==> src/rtl/mem_requester.sv <==
// Bus-master side of the 8-bit RAM en/read/write/ready handshake: one request in, one response out.
// Out-of-range addresses are rejected without touching the RAM, and a ready timeout bounds every access.
module mem_requester #(
  parameter int ADDR_W    = 8,
  parameter int DATA_W    = 8,
  parameter int MEM_DEPTH = 128,
  parameter int TIMEOUT   = 15
) (
  input  logic              clk,
  input  logic              reset_n,
  input  logic              req_valid,
  output logic              req_ready,
  input  logic              req_write,
  input  logic [ADDR_W-1:0] req_addr,
  input  logic [DATA_W-1:0] req_wdata,
  output logic              resp_valid,
  output logic [DATA_W-1:0] resp_rdata,
  output logic              resp_err,
  output logic              busy,
  output logic              mem_en,
  output logic              mem_read,
  output logic              mem_write,
  output logic [ADDR_W-1:0] mem_address,
  output logic [DATA_W-1:0] mem_wdata,
  input  logic [DATA_W-1:0] mem_rdata,
  input  logic              mem_ready
);

  // One extra bit so MEM_DEPTH == 2**ADDR_W makes every address legal.
  localparam logic [ADDR_W:0] DEPTH_L = (ADDR_W + 1)'(MEM_DEPTH);
  localparam logic [7:0]      TO_LAST = 8'(TIMEOUT - 1);

  typedef enum logic [1:0] {
    IDLE   = 2'd0,
    ACCESS = 2'd1,
    DONE   = 2'd2
  } state_t;

  state_t            state_r;
  state_t            state_nxt_s;
  logic [7:0]        tcnt_r;
  logic [7:0]        tcnt_nxt_s;
  logic              in_range_s;
  logic              timeout_s;

  logic              req_ready_nxt_s;
  logic              resp_valid_nxt_s;
  logic [DATA_W-1:0] resp_rdata_nxt_s;
  logic              resp_err_nxt_s;
  logic              busy_nxt_s;
  logic              mem_en_nxt_s;
  logic              mem_read_nxt_s;
  logic              mem_write_nxt_s;
  logic [ADDR_W-1:0] mem_address_nxt_s;
  logic [DATA_W-1:0] mem_wdata_nxt_s;

  assign in_range_s = ({1'b0, req_addr} < DEPTH_L);
  // Ready on the same edge as the last allowed wait wins over the timeout.
  assign timeout_s  = !mem_ready && (tcnt_r == TO_LAST);

  // State and timeout counter registers.
  always_ff @(posedge clk or negedge reset_n) begin
    if (!reset_n) begin
      state_r <= IDLE;
      tcnt_r  <= 8'd0;
    end else begin
      state_r <= state_nxt_s;
      tcnt_r  <= tcnt_nxt_s;
    end
  end

  // Next-state and timeout count.
  always_comb begin
    state_nxt_s = state_r;
    tcnt_nxt_s  = tcnt_r;
    case (state_r)
      IDLE: begin
        tcnt_nxt_s = 8'd0;
        if (req_valid) begin
          state_nxt_s = in_range_s ? ACCESS : DONE;
        end else begin
          state_nxt_s = IDLE;
        end
      end
      ACCESS: begin
        if (mem_ready || timeout_s) begin
          state_nxt_s = DONE;
        end else begin
          state_nxt_s = ACCESS;
          tcnt_nxt_s  = tcnt_r + 8'd1;
        end
      end
      DONE: begin
        state_nxt_s = IDLE;
        tcnt_nxt_s  = 8'd0;
      end
      default: begin
        state_nxt_s = IDLE;
        tcnt_nxt_s  = 8'd0;
      end
    endcase
  end

  // Next values of the registered outputs; RAM port and response fields hold unless updated.
  always_comb begin
    resp_valid_nxt_s  = 1'b0;
    resp_rdata_nxt_s  = resp_rdata;
    resp_err_nxt_s    = resp_err;
    mem_en_nxt_s      = mem_en;
    mem_read_nxt_s    = mem_read;
    mem_write_nxt_s   = mem_write;
    mem_address_nxt_s = mem_address;
    mem_wdata_nxt_s   = mem_wdata;
    req_ready_nxt_s   = (state_nxt_s == IDLE);
    busy_nxt_s        = (state_nxt_s != IDLE);
    case (state_r)
      IDLE: begin
        if (req_valid && in_range_s) begin
          mem_en_nxt_s      = 1'b1;
          mem_read_nxt_s    = !req_write;
          mem_write_nxt_s   = req_write;
          mem_address_nxt_s = req_addr;
          mem_wdata_nxt_s   = req_wdata;
        end else if (req_valid) begin
          resp_valid_nxt_s = 1'b1;
          resp_err_nxt_s   = 1'b1;
          resp_rdata_nxt_s = {DATA_W{1'b0}};
        end else begin
          mem_en_nxt_s = 1'b0;
        end
      end
      ACCESS: begin
        if (mem_ready || timeout_s) begin
          mem_en_nxt_s     = 1'b0;
          mem_read_nxt_s   = 1'b0;
          mem_write_nxt_s  = 1'b0;
          resp_valid_nxt_s = 1'b1;
          resp_err_nxt_s   = !mem_ready;
          resp_rdata_nxt_s = (mem_ready && mem_read) ? mem_rdata : {DATA_W{1'b0}};
        end else begin
          mem_en_nxt_s = 1'b1;
        end
      end
      DONE: begin
        mem_en_nxt_s    = 1'b0;
        mem_read_nxt_s  = 1'b0;
        mem_write_nxt_s = 1'b0;
      end
      default: begin
        mem_en_nxt_s    = 1'b0;
        mem_read_nxt_s  = 1'b0;
        mem_write_nxt_s = 1'b0;
      end
    endcase
  end

  // Output registers; reset drops the RAM enable immediately.
  always_ff @(posedge clk or negedge reset_n) begin
    if (!reset_n) begin
      req_ready   <= 1'b1;
      resp_valid  <= 1'b0;
      resp_rdata  <= {DATA_W{1'b0}};
      resp_err    <= 1'b0;
      busy        <= 1'b0;
      mem_en      <= 1'b0;
      mem_read    <= 1'b0;
      mem_write   <= 1'b0;
      mem_address <= {ADDR_W{1'b0}};
      mem_wdata   <= {DATA_W{1'b0}};
    end else begin
      req_ready   <= req_ready_nxt_s;
      resp_valid  <= resp_valid_nxt_s;
      resp_rdata  <= resp_rdata_nxt_s;
      resp_err    <= resp_err_nxt_s;
      busy        <= busy_nxt_s;
      mem_en      <= mem_en_nxt_s;
      mem_read    <= mem_read_nxt_s;
      mem_write   <= mem_write_nxt_s;
      mem_address <= mem_address_nxt_s;
      mem_wdata   <= mem_wdata_nxt_s;
    end
  end

endmodule

==> config.mk <==
export PLATFORM = sky130hd
export DESIGN_NAME = mem_requester
export DESIGN_NICKNAME = d
export VERILOG_FILES = /design/src/rtl/mem_requester.sv
export SDC_FILE = /design/constraint.sdc
export NUM_CORES = 1
export LEC_CHECK = 0
export CORE_ASPECT_RATIO = 0.8
export CORE_MARGIN = 5
export CORE_UTILIZATION = 28
export CTS_CLUSTER_DIAMETER = 100
export DETAILED_ROUTE_END_ITERATION = 10
export PLACE_DENSITY = 0.56
export SYNTH_ARGS = -nofsm -noshare
export SYNTH_HDL_FRONTEND = slang
export SYNTH_SLANG_ARGS = --single-unit
==> constraint.sdc <==
create_clock -name clk -period 3.9 [get_ports clk]
set_input_delay 0.78 -clock clk [delete_from_list [all_inputs] [get_ports clk]]
set_output_delay 0.78 -clock clk [all_outputs]
set_load 0.05 [all_outputs]
# After elaboration in Yosys (flattened, before gate mapping)
# Index checks and enable logic that the tools add are counted.
[totals] ff_bits=41 in_bits=29 out_inout_bits=31 word_cells=63
[op_classes] addsub=1 order_cmp=1 eq_ne=8 muxes=28 n_reduce_logical=13
[op_table] op="8-bit two-way mux" n=6
[op_table] op="8-bit case mux with 2 select lines" n=1
[op_table] op="1-bit two-way mux" n=12
[op_table] op="2-bit != test (second input constant)" n=5
[op_table] op="1-bit case mux with 2 select lines" n=5
[op_table] op="8-bit by 1-bit adder with 8-bit output (second input constant)" n=1
[op_table] op="8-bit by 4-bit == test with 1-bit output (second input constant)" n=1
[op_table] op="8-bit less-than comparator (second input constant)" n=1
[op_table] op="2-bit two-way mux" n=3
[op_table] op="2-bit logical NOT" n=2
[op_table] op="2-bit case mux with 2 select lines" n=1
[op_table] op="2-bit AND reduction" n=2
[op_table] op="4-bit AND reduction" n=1
[op_table] op="2-bit nonzero test" n=2
[op_table] op="1-bit logical AND" n=3
[op_table] op="3-bit != test (second input constant)" n=1
[op_table] op="2-bit by 1-bit == test with 1-bit output (second input constant)" n=1
[op_table] op="1-bit logical NOT" n=2
[op_table] op="1-bit logical OR" n=1

# Depth between registers and ports, before layout
# Gate-level depths: netlist of run 1.
[depth] depth_word=6 ltp_mapped=6 mapped_depth_nobuf=5

# Worst setup path before layout of run 1
# OpenSTA, ideal clock, no wires.
[synth_timing] path_type="input-to-reg" start="input port req_addr[7]" end="register mem_address[0]" setup_ps=125 arrival_ps=1775 t_required_ps=3775 setup_slack_ps=2001 stages=4 path_buffers=1 cell_sequence="nand2b_1 > nor3_4 > buf_6 > mux2_2"
[synth_via] elab_chain_cells=3
[synth_lines] element="from (decl)" line="14" text="input logic [ADDR_W-1:0] req_addr,"
[synth_lines] element="8-bit less-than comparator" line="57" text="assign in_range_s = ({1'b0, req_addr} < DEPTH_L);"
[synth_lines] element="1-bit logical AND" line="118" text="if (req_valid && in_range_s) begin"
[synth_lines] element="2-bit AND reduction (no line)"
[synth_lines] element="to (signal assigned)" line="168" text="mem_address <= {ADDR_W{1'b0}};"
[synth_lines] element="to (signal assigned)" line="179" text="mem_address <= mem_address_nxt_s;"
[synth_lines] element="to (decl)" line="23" text="output logic [ADDR_W-1:0] mem_address,"
# Every way passes these cells.
# A chain may end at the register's enable or synchronous reset.

# Worst setup path in the final report of run 1
[layout_timing] start="register req_ready" end="output port req_ready"
[layout_rtl] element="from (decl)" line="12" text="output logic req_ready,"
[layout_rtl] element="from (signal assigned)" line="171" text="req_ready <= req_ready_nxt_s;"
# No word-level cell between the ends.

==> results of run 1 <==
## flip-flops by register name, indices dropped and copies added (netlist names)
register     count
mem_address      8
mem_write        1
mem_wdata        8
mem_en           1
req_ready        1
resp_err         1
mem_read         1
busy             1
tcnt_r           8
state_r          2
resp_valid       1
resp_rdata       8
## logic make-up (layout without fill, tap and decap cells)
| kind of cell | after synthesis | in the layout | synth area share |
|---|---|---|---|
| compound gates | 39 | 39 | 0.141 |
| simple gates | 39 | 39 | 0.136 |
| buf+inv | 20 | 79 | 0.0491 |
| flops | 41 | 41 | 0.552 |
| mux | 18 | 18 | 0.108 |
| fa+ha+maj | 2 | 2 | 0.0135 |
## worst max-delay path by stage
stage	startpoint	end	slack (ns)	cells past startpoint
2_1_floorplan	req_addr[7]	mem_address[0]$_DFFE_PN0P_	2.00	4
3_3_place_gp	req_addr[7]	mem_wdata[6]$_DFFE_PN0P_	1.21	4
3_5_place_dp	req_valid	mem_address[6]$_DFFE_PN0P_	1.19	4
4_1_cts	req_valid	mem_address[6]$_DFFE_PN0P_	1.50	4
5_1_grt	req_valid	mem_wdata[3]$_DFFE_PN0P_	1.39	4
6_report	req_ready$_DFF_PN1_	req_ready	1.52	1
## cells in the mapped netlist (all sizes together)
library cell  instances  area share
a211o                 1      0.0047
a21o                  1      0.0040
a21oi                 6       0.016
a31oi                 2      0.0067
a32o                  2       0.011
and4b                 3       0.017
buf                   3       0.015
clkbuf                5       0.010
dfrtp                40        0.54
dfstp                 1       0.014
ha                    2       0.013
inv                  12       0.024
mux2                 16       0.097
mux2i                 2       0.011
nand2                14       0.028
nand2b                3       0.010
nand3b                1      0.0040
nand4b                3       0.017
nor2                  3      0.0061
nor2b                 3       0.010
nor3                  1      0.0088
nor3b                 2       0.011
o211a                 1      0.0054
o211ai               10       0.043
o21a                  1      0.0040
o21ai                12       0.032
o21bai                1      0.0040
o221a                 1      0.0061
o31ai                 1      0.0040
or2                   2      0.0067
or3                   3       0.013
or4                   1      0.0040
## power by group through the flow
stage / combinational (W) / clock, W / sequential, W
6_report: 0.000691 / 0.000353 / 0.000594
5_1_grt: 0.000725 / 0.000383 / 0.000610
4_1_cts: 0.000701 / 0.000368 / 0.000596
3_5_place_dp: 0.000700 / 0 / 0.000600
3_3_place_gp: 0.000696 / 0 / 0.000601
2_1_floorplan: 0.000152 / 0 / 0.000896
## metrics by stage
stage	util	cells	setup WS, ns
after floorplan	-	159	2.00
after detailed placement	0.391	294	1.19
after CTS	0.409	302	1.50
final	0.409	302	1.52
after global placement	0.391	294	1.21
after global routing	0.409	302	1.39
## final cells by class
class	instances	area, µm²
repair buffers	59	586
multi-input cells	98	741
clock buffers	7	86.3
well taps	84	105
clock inverters	1	30.0
flip-flops and latches	41	1030
inverters	12	45.0
fillers	621	3790
## layer usage
metal  global-route usage  vias to the layer above  wire, µm
met5                    0                        -         0
met4               0.0290                        0        34
met3               0.0427                        5       318
met2                0.150                       40      1770
met1                0.142                      675      2090
li1                     -                      675         -
==> flow_metrics.env, run 1 <==
export IMPL_status="complete, no violations"
export IMPL_post_synthesis_average_cell_area_um2=11.7
export IMPL_synth_cell_area_um2=1860
export IMPL_power_share_switching=0.398
export IMPL_number_of_top_level_design_ports=60
export IMPL_dpl_instance_area_um2=2500
export IMPL_seq_power_share=0.363
export IMPL_cts_buffers=5
export IMPL_largest_net_degree_at_the_start_of_global_routing=42
export IMPL_avgViaCountPerCell=4.62
export IMPL_pin_slew_with_the_least_headroom_to_its_limit_ns=0.906
export IMPL_cpLargestDelayFamily="buffers and inverters"
export IMPL_timing_reg2reg_worst_path_depth=2
export IMPL_post_route_min_period_ns=2.38
export IMPL_wire_per_inst_um=13.9
export IMPL_internal_power_w=0.000987
export IMPL_report_final_slew_viol_count=0
export IMPL_rsz0062_at_grt="no"
export IMPL_drive_above_1_share=0.156
export IMPL_number_of_antenna_violating_nets_in_the_routed_design=0
export IMPL_post_synth_num_cell_types=38
export IMPL_p_leak_nw=1.07
export IMPL_max_freq_mhz=421
export IMPL_crit_reg2reg_launch="state_r[1]$_DFF_PN0_"
export IMPL_timing_hold_ws_ns=0.511
export IMPL_cts_repair_resize_count=0
export IMPL_tns_ns=0
export IMPL_most_common_cell_after_layout_fill_and_taps_aside="clkdlybuf4s50_1"
export IMPL_drt_drc_violations_left=0
export IMPL_routability_congestion_estimate=0.667
export IMPL_pwr_density_cell_nw_per_um2=625
export IMPL_drt_first_pass_iters=4
export IMPL_layout_worst_path_cycle_share=0.610
export IMPL_dp_hpwl_mm=2.96
export IMPL_vias_in_the_first_global_route=1414
export IMPL_min_path_type="reg2reg"
export IMPL_finalClockSkew_ns=0.00396
export IMPL_hold_end="mem_address[1]$_DFFE_PN0P_"
export IMPL_syn_inst=159
export IMPL_cp_cell_sequence="clkdlybuf4s50_1"
export IMPL_cts_tree="built"
export IMPL_die_area_um2=8380
export IMPL_cts_hold_buf=0
export IMPL_grt_first_pass_wirelength_mm=7.03
export IMPL_synth_seq_area_share=0.552
export IMPL_cts_root_buffer="clkbuf_8"
export IMPL_number_of_storage_elements_in_the_synthesis_netlist=41
export IMPL_ctsHtreeMaxLevel=2
export IMPL_p_clk_frac=0.216
export IMPL_total_number_of_placement_rows=26
export IMPL_max_slew_margin=0.396
export IMPL_post_route_cell_area_um2=2620
export IMPL_r2r_end="mem_wdata[1]$_DFFE_PN0P_"
export IMPL_ys_warn_count=0
export IMPL_cts_reportedPaths_clkPinSlew_ns=0.08
export IMPL_core_region_area_um2=6410
export IMPL_critical_path_class="reg2out"
export IMPL_synthToLayoutAreaGrowth_pct=40.9
export IMPL_clock_tree_buffer_depth=2
export IMPL_critical_path_endpoint_type="primary output"
export IMPL_crit_path_top_delay_cell="clkdlybuf4s50_1"
export IMPL_critPathMaxFanout=1
export IMPL_final_nets=248
export IMPL_finalPower_w=0.00164
export IMPL_antenna_cells_inserted=0
export IMPL_drt_iter0_markers=59
export IMPL_clkSinkCount=41
export IMPL_grt_overflow=0
export IMPL_share_comb_of_total_power=0.422
export IMPL_io_buffers=59
export IMPL_via_count=1395
export IMPL_report_final_setup_viol=0
export IMPL_ir_drop_mv=0.321
export IMPL_die_h_um=82.9
export IMPL_hold_viol_final=0
export IMPL_wl_final_mm=4.21
export IMPL_groute_usage_overall=0.104
export IMPL_slowest_cell_delay_on_critical_path_ns=0.79
export IMPL_worstSetupStartpointType="flip-flop"
export IMPL_synth_fp_nets=190
export IMPL_worst_endpoint_arrival_ns=1.60
export IMPL_holdPathStages=1
export IMPL_required_ns=3.12
export IMPL_worstSkewPairLatency_ns=0.29
export IMPL_worst_path_buf_inv=1
export IMPL_start_point_of_the_worst_min_delay_path="mem_address[1]$_DFFE_PN0P_"
export IMPL_rrSetupSlack_ns=2.04
export IMPL_floorplan_initialDensity=0.290
export IMPL_cts_setup_buffers=0
export IMPL_net_switching_power_w=0.000651
export IMPL_mostFrequentLayoutCells="clkdlybuf4s50_1, dfrtp_1, mux2_2"
export IMPL_max_cap_viol_count=0
export IMPL_die_width_um=101
export IMPL_grt_antenna_before_repair=0
(Power assumes the default switching activity.)
==> inputs of run 2 (changes only) <==
- clock period: 3.9 -> 2.2 ns (I/O delays scaled with it)
==> flow_metrics.env, run 2 (synthesis gave the netlist of run 1 again) <==
export IMPL_status="complete, no violations"
export IMPL_cpLargestDelayFamily="buffers and inverters"
export IMPL_die_area_um2=8380
export IMPL_max_slew_margin=0.606
export IMPL_grt_overflow=0
export IMPL_max_cap_viol_count=0
export IMPL_ctsHtreeMaxLevel=2
export IMPL_p_leak_nw=1.09
export IMPL_floorplan_initialDensity=0.290
export IMPL_ir_drop_mv=0.561
export IMPL_wl_final_mm=4.41
export IMPL_drt_first_pass_iters=4
export IMPL_cts_repair_resize_count=0
export IMPL_cts_hold_buf=0
export IMPL_internal_power_w=0.00176
export IMPL_final_nets=252
export IMPL_dp_hpwl_mm=3.23
export IMPL_drive_above_1_share=0.171
export IMPL_crit_reg2reg_launch="tcnt_r[0]$_DFFE_PN0P_"
export IMPL_worstSkewPairLatency_ns=0.30
export IMPL_core_region_area_um2=6410
export IMPL_nFillCells=608
export IMPL_vias_in_the_first_global_route=1516
export IMPL_p_clk_frac=0.215
export IMPL_total_number_of_placement_rows=26
export IMPL_number_of_top_level_design_ports=60
export IMPL_report_final_slew_viol_count=0
export IMPL_groute_usage_overall=0.112
export IMPL_worstSetupStartpointType="flip-flop"
export IMPL_report_final_setup_viol=0
export IMPL_largest_net_degree_at_the_start_of_global_routing=19
export IMPL_worst_path_buf_inv=1
export IMPL_drt_iter0_markers=83
export IMPL_crit_path_top_delay_cell="clkdlybuf4s50_1"
export IMPL_max_freq_mhz=492
export IMPL_cts_root_buffer="clkbuf_8"
export IMPL_wire_per_inst_um=14.4
export IMPL_cts_reportedPaths_clkPinSlew_ns=0.07
export IMPL_pwr_density_cell_nw_per_um2=1100
export IMPL_post_route_min_period_ns=2.03
export IMPL_die_width_um=101
export IMPL_required_ns=1.76
export IMPL_hold_viol_final=0
export IMPL_most_common_cell_after_layout_fill_and_taps_aside="clkdlybuf4s50_1"
export IMPL_net_switching_power_w=0.00116
export IMPL_clkSinkCount=41
export IMPL_min_path_type="in2async"
export IMPL_grt_first_pass_wirelength_mm=7.51
export IMPL_clock_tree_buffer_depth=2
export IMPL_antenna_cells_inserted=0
export IMPL_via_count=1439
export IMPL_slowest_cell_delay_on_critical_path_ns=0.79
export IMPL_die_h_um=82.9
export IMPL_finalClockSkew_ns=0.00876
export IMPL_routability_congestion_estimate=0.682
export IMPL_mostFrequentLayoutCells="clkdlybuf4s50_1, dfrtp_1, mux2_2"
export IMPL_post_route_cell_area_um2=2660
export IMPL_tns_ns=0
export IMPL_power_share_switching=0.397
export IMPL_multi_input_comb_area_um2=741
export IMPL_dpl_instance_area_um2=2550
export IMPL_pin_slew_with_the_least_headroom_to_its_limit_ns=0.591
export IMPL_grt_antenna_before_repair=0
export IMPL_seq_power_share=0.359
export IMPL_critical_path_class="reg2out"
export IMPL_critPathMaxFanout=1
export IMPL_cts_setup_buffers=0
export IMPL_io_buffers=59
export IMPL_r2r_end="resp_err$_DFFE_PN0P_"
export IMPL_avgViaCountPerCell=4.70
export IMPL_rrSetupSlack_ns=0.47
export IMPL_layout_worst_path_cycle_share=0.924
export IMPL_cts_tree="built"
export IMPL_share_comb_of_total_power=0.426
export IMPL_cp_cell_sequence="clkdlybuf4s50_1"
export IMPL_timing_hold_ws_ns=0.0324
export IMPL_final_cells=306
export IMPL_number_of_antenna_violating_nets_in_the_routed_design=0
export IMPL_cts_buffers=5
export IMPL_rsz0062_at_grt="no"
export IMPL_timing_reg2reg_worst_path_depth=5
export IMPL_ff_latch_area_um2=1030
export IMPL_synthToLayoutAreaGrowth_pct=43.2
export IMPL_drt_drc_violations_left=0
export IMPL_worst_endpoint_arrival_ns=1.59
export IMPL_critical_path_endpoint_type="primary output"
export IMPL_placed_cells_incl_taps=298
-- run 2: cell types whose count changed in the layout (fill, tap and decap cells not counted) --
cell / change
buf_4: +3
buf_12: +1
-- run 2: layer usage --
| layer | track usage | vias up | part of all wire |
|---|---|---|---|
| li1 | - | 693 | - |
| met1 | 0.158 | 692 | 0.48 |
| met2 | 0.156 | 47 | 0.43 |
| met3 | 0.0469 | 7 | 0.075 |
| met4 | 0.0326 | 0 | 0.012 |
| met5 | 0 | - | 0 |
-- run 2: worst max path at each step --
stage                              startpoint                    endpoint  slack, ns  depth (start not counted)
after floorplan                   req_addr[7]  mem_address[0]$_DFFE_PN0P_       0.64                          4
after global placement            req_addr[7]    mem_wdata[7]$_DFFE_PN0P_       0.22                          5
after detailed placement          req_addr[7]  mem_address[5]$_DFFE_PN0P_       0.19                          5
after CTS                 req_ready$_DFF_PN1_                   req_ready       0.15                          1
after global routing      req_ready$_DFF_PN1_                   req_ready       0.13                          1
final                     req_ready$_DFF_PN1_                   req_ready       0.17                          1
-- run 2: layout make-up --
class,instances,area share
inverters,12,0.0169
well taps,84,0.0395
multi-input cells,98,0.278
repair buffers,63,0.236
clock buffers,7,0.0324
clock inverters,1,0.0113
flip-flops and latches,41,0.386
-- run 2: per-stage QoR --
step            util  power [W]  setup slack (ns)
5_1_grt        0.415    0.00307             0.128
3_3_place_gp   0.397    0.00232             0.219
4_1_cts        0.415    0.00297             0.154
3_5_place_dp   0.397    0.00232             0.189
6_report       0.415    0.00292             0.167
2_1_floorplan      -    0.00186             0.641
-- run 2: power groups by stage --
stage	Combinational [W]	Sequential, W	Clock (W)
3_3_place_gp	0.00125	0.00107	0
2_1_floorplan	0.000269	0.00159	0
6_report	0.00125	0.00105	0.000627
3_5_place_dp	0.00126	0.00106	0
5_1_grt	0.00131	0.00108	0.000684
4_1_cts	0.00126	0.00105	0.000653
==> inputs of run 3 (changes only) <==
--- a/config.mk
+++ b/config.mk
@@ -16 +16,2 @@
 export SYNTH_SLANG_ARGS = --single-unit
+export TNS_END_PERCENT = 30
--- a/constraint.sdc
+++ b/constraint.sdc
@@ -3,2 +3,2 @@
 set_output_delay 0.44 -clock clk [all_outputs]
-set_load 0.05 [all_outputs]
+set_load 0.1 [all_outputs]
==> flow_metrics.env, run 3 (synthesis gave the netlist of run 1 again) <==
export IMPL_status="complete, no violations"
export IMPL_dp_worst_setup_slack_ns=0.191
export IMPL_cts_setup_buffers=0
export IMPL_ir_drop_mv=0.667
export IMPL_clock_tree_buffer_depth=2
export IMPL_pin_slew_with_the_least_headroom_to_its_limit_ns=0.602
export IMPL_finalClockSkew_ns=0.00410
export IMPL_p_leak_nw=1.12
export IMPL_wire_per_inst_um=13.6
export IMPL_cts_tree="built"
export IMPL_number_of_antenna_violating_nets_in_the_routed_design=0
export IMPL_dpl_instance_area_um2=2460
export IMPL_floorplan_initialDensity=0.290
export IMPL_max_slew_margin=0.599
export IMPL_antenna_cells_inserted=0
export IMPL_die_h_um=82.9
export IMPL_die_width_um=101
export IMPL_drt_iter0_markers=39
export IMPL_max_freq_mhz=569
export IMPL_worst_endpoint_arrival_ns=1.97
export IMPL_rsz0062_at_grt="no"
export IMPL_multi_input_comb_area_um2=741
export IMPL_crit_path_top_delay_cell="o211ai_2"
export IMPL_cpLargestDelayFamily="compound AO/OA/AOI/OAI gates"
export IMPL_largest_net_degree_at_the_start_of_global_routing=42
export IMPL_tns_ns=0
export IMPL_mostFrequentLayoutCells="dfrtp_1, buf_4, clkdlybuf4s50_1"
export IMPL_post_route_cell_area_um2=2560
export IMPL_routability_congestion_estimate=0.711
export IMPL_dp_hpwl_mm=2.96
export IMPL_drt_first_pass_iters=3
export IMPL_most_common_cell_after_layout_fill_and_taps_aside="dfrtp_1"
export IMPL_critical_path_endpoint_type="flip-flop"
export IMPL_groute_usage_overall=0.105
export IMPL_number_of_top_level_design_ports=60
export IMPL_cts_repair_resize_count=0
export IMPL_drive_above_1_share=0.309
export IMPL_required_ns=2.42
export IMPL_ff_latch_area_um2=1030
export IMPL_report_final_slew_viol_count=0
export IMPL_wl_final_mm=4.15
export IMPL_ctsHtreeMaxLevel=2
export IMPL_nFillCells=632
export IMPL_grt_overflow=0
export IMPL_avgViaCountPerCell=4.60
export IMPL_worstSkewPairLatency_ns=0.29
export IMPL_synthToLayoutAreaGrowth_pct=38.0
export IMPL_layout_worst_path_cycle_share=0.798
export IMPL_cts_reportedPaths_clkPinSlew_ns=0.08
export IMPL_finalPower_w=0.00344
export IMPL_cp_cell_sequence="inv_1 > ha_1 > nand4b_1 > o211ai_2 > nor3b_2"
export IMPL_critical_path_class="reg2reg"
export IMPL_drt_drc_violations_left=0
export IMPL_io_buffers=59
export IMPL_hold_viol_final=0
export IMPL_grt_first_pass_wirelength_mm=7.11
export IMPL_max_cap_viol_count=0
export IMPL_final_nets=251
export IMPL_clkSinkCount=41
export IMPL_total_number_of_placement_rows=26
export IMPL_grt_antenna_before_repair=0
export IMPL_report_final_setup_viol=0
export IMPL_worstSetupStartpointType="flip-flop"
export IMPL_pwr_density_cell_nw_per_um2=1340
export IMPL_post_route_min_period_ns=1.76
export IMPL_timing_final_ws_setup_ns=0.443
export IMPL_min_path_type="in2async"
export IMPL_critPathMaxFanout=12
export IMPL_cts_buffers=5
export IMPL_slowest_cell_delay_on_critical_path_ns=0.54
export IMPL_worst_path_buf_inv=1
export IMPL_via_count=1399
export IMPL_vias_in_the_first_global_route=1477
export IMPL_cts_root_buffer="clkbuf_8"
export IMPL_die_area_um2=8380
export IMPL_cts_hold_buf=0
export IMPL_core_region_area_um2=6410
[run 3: changes by cell type in the layout (fill, tap and decap cells not counted)]
cell             change
clkbuf_1             -1
buf_4               +30
clkinv_2             +1
clkdlybuf4s50_1     -31
clkbuf_8             -1
[run 3: through the flow]
step	hold slack, ns	utilization	std cells
CTS	0.231	0.400	304
floorplan	0.144	-	159
global route	0.249	0.400	304
detailed placement	0.497	0.384	297
finish	0.206	0.400	304
global placement	0.497	0.384	297
[run 3: area by class of cell]
cell class,instances,share of cell area
Clock buffer,5,0.0268
Multi-Input combinational cell,98,0.289
Inverter,12,0.0176
Tap cell,84,0.0410
Clock inverter,2,0.0137
Timing Repair Buffer,62,0.212
Sequential cell,41,0.400
[run 3: final timing paths]
| kind | to | cells after the start | slack [ns] | startpoint |
|---|---|---|---|---|
| worst max-delay path | resp_valid$_DFF_PN0_ | 5 | 0.44 | tcnt_r[0]$_DFFE_PN0P_ |
| worst min-delay path | tcnt_r[7]$_DFFE_PN0P_ | 2 | 0.21 | reset_n |
| worst max register to register | resp_valid$_DFF_PN0_ | 5 | 0.44 | tcnt_r[0]$_DFFE_PN0P_ |
| worst min register to register | mem_wdata[1]$_DFFE_PN0P_ | 1 | 0.51 | mem_wdata[1]$_DFFE_PN0P_ |
| max in group asynchronous | mem_address[3]$_DFFE_PN0P_ | 2 | 1.63 | reset_n |
| min in group clk | mem_wdata[1]$_DFFE_PN0P_ | 1 | 0.51 | mem_wdata[1]$_DFFE_PN0P_ |
[run 3: per-layer routing]
layer,GRT usage,routed length [µm],part of all wire
met1,0.145,2030,0.49
met2,0.153,1780,0.43
met3,0.0377,289,0.070
met4,0.0290,44,0.011
met5,0,0,0
[run 3: where the power goes]
| part | switching, W | internal [W] |
|---|---|---|
| sequential | 0.000127 | 0.000924 |
| combinational | 0.00139 | 0.000409 |
| clock | 0.000256 | 0.000330 |
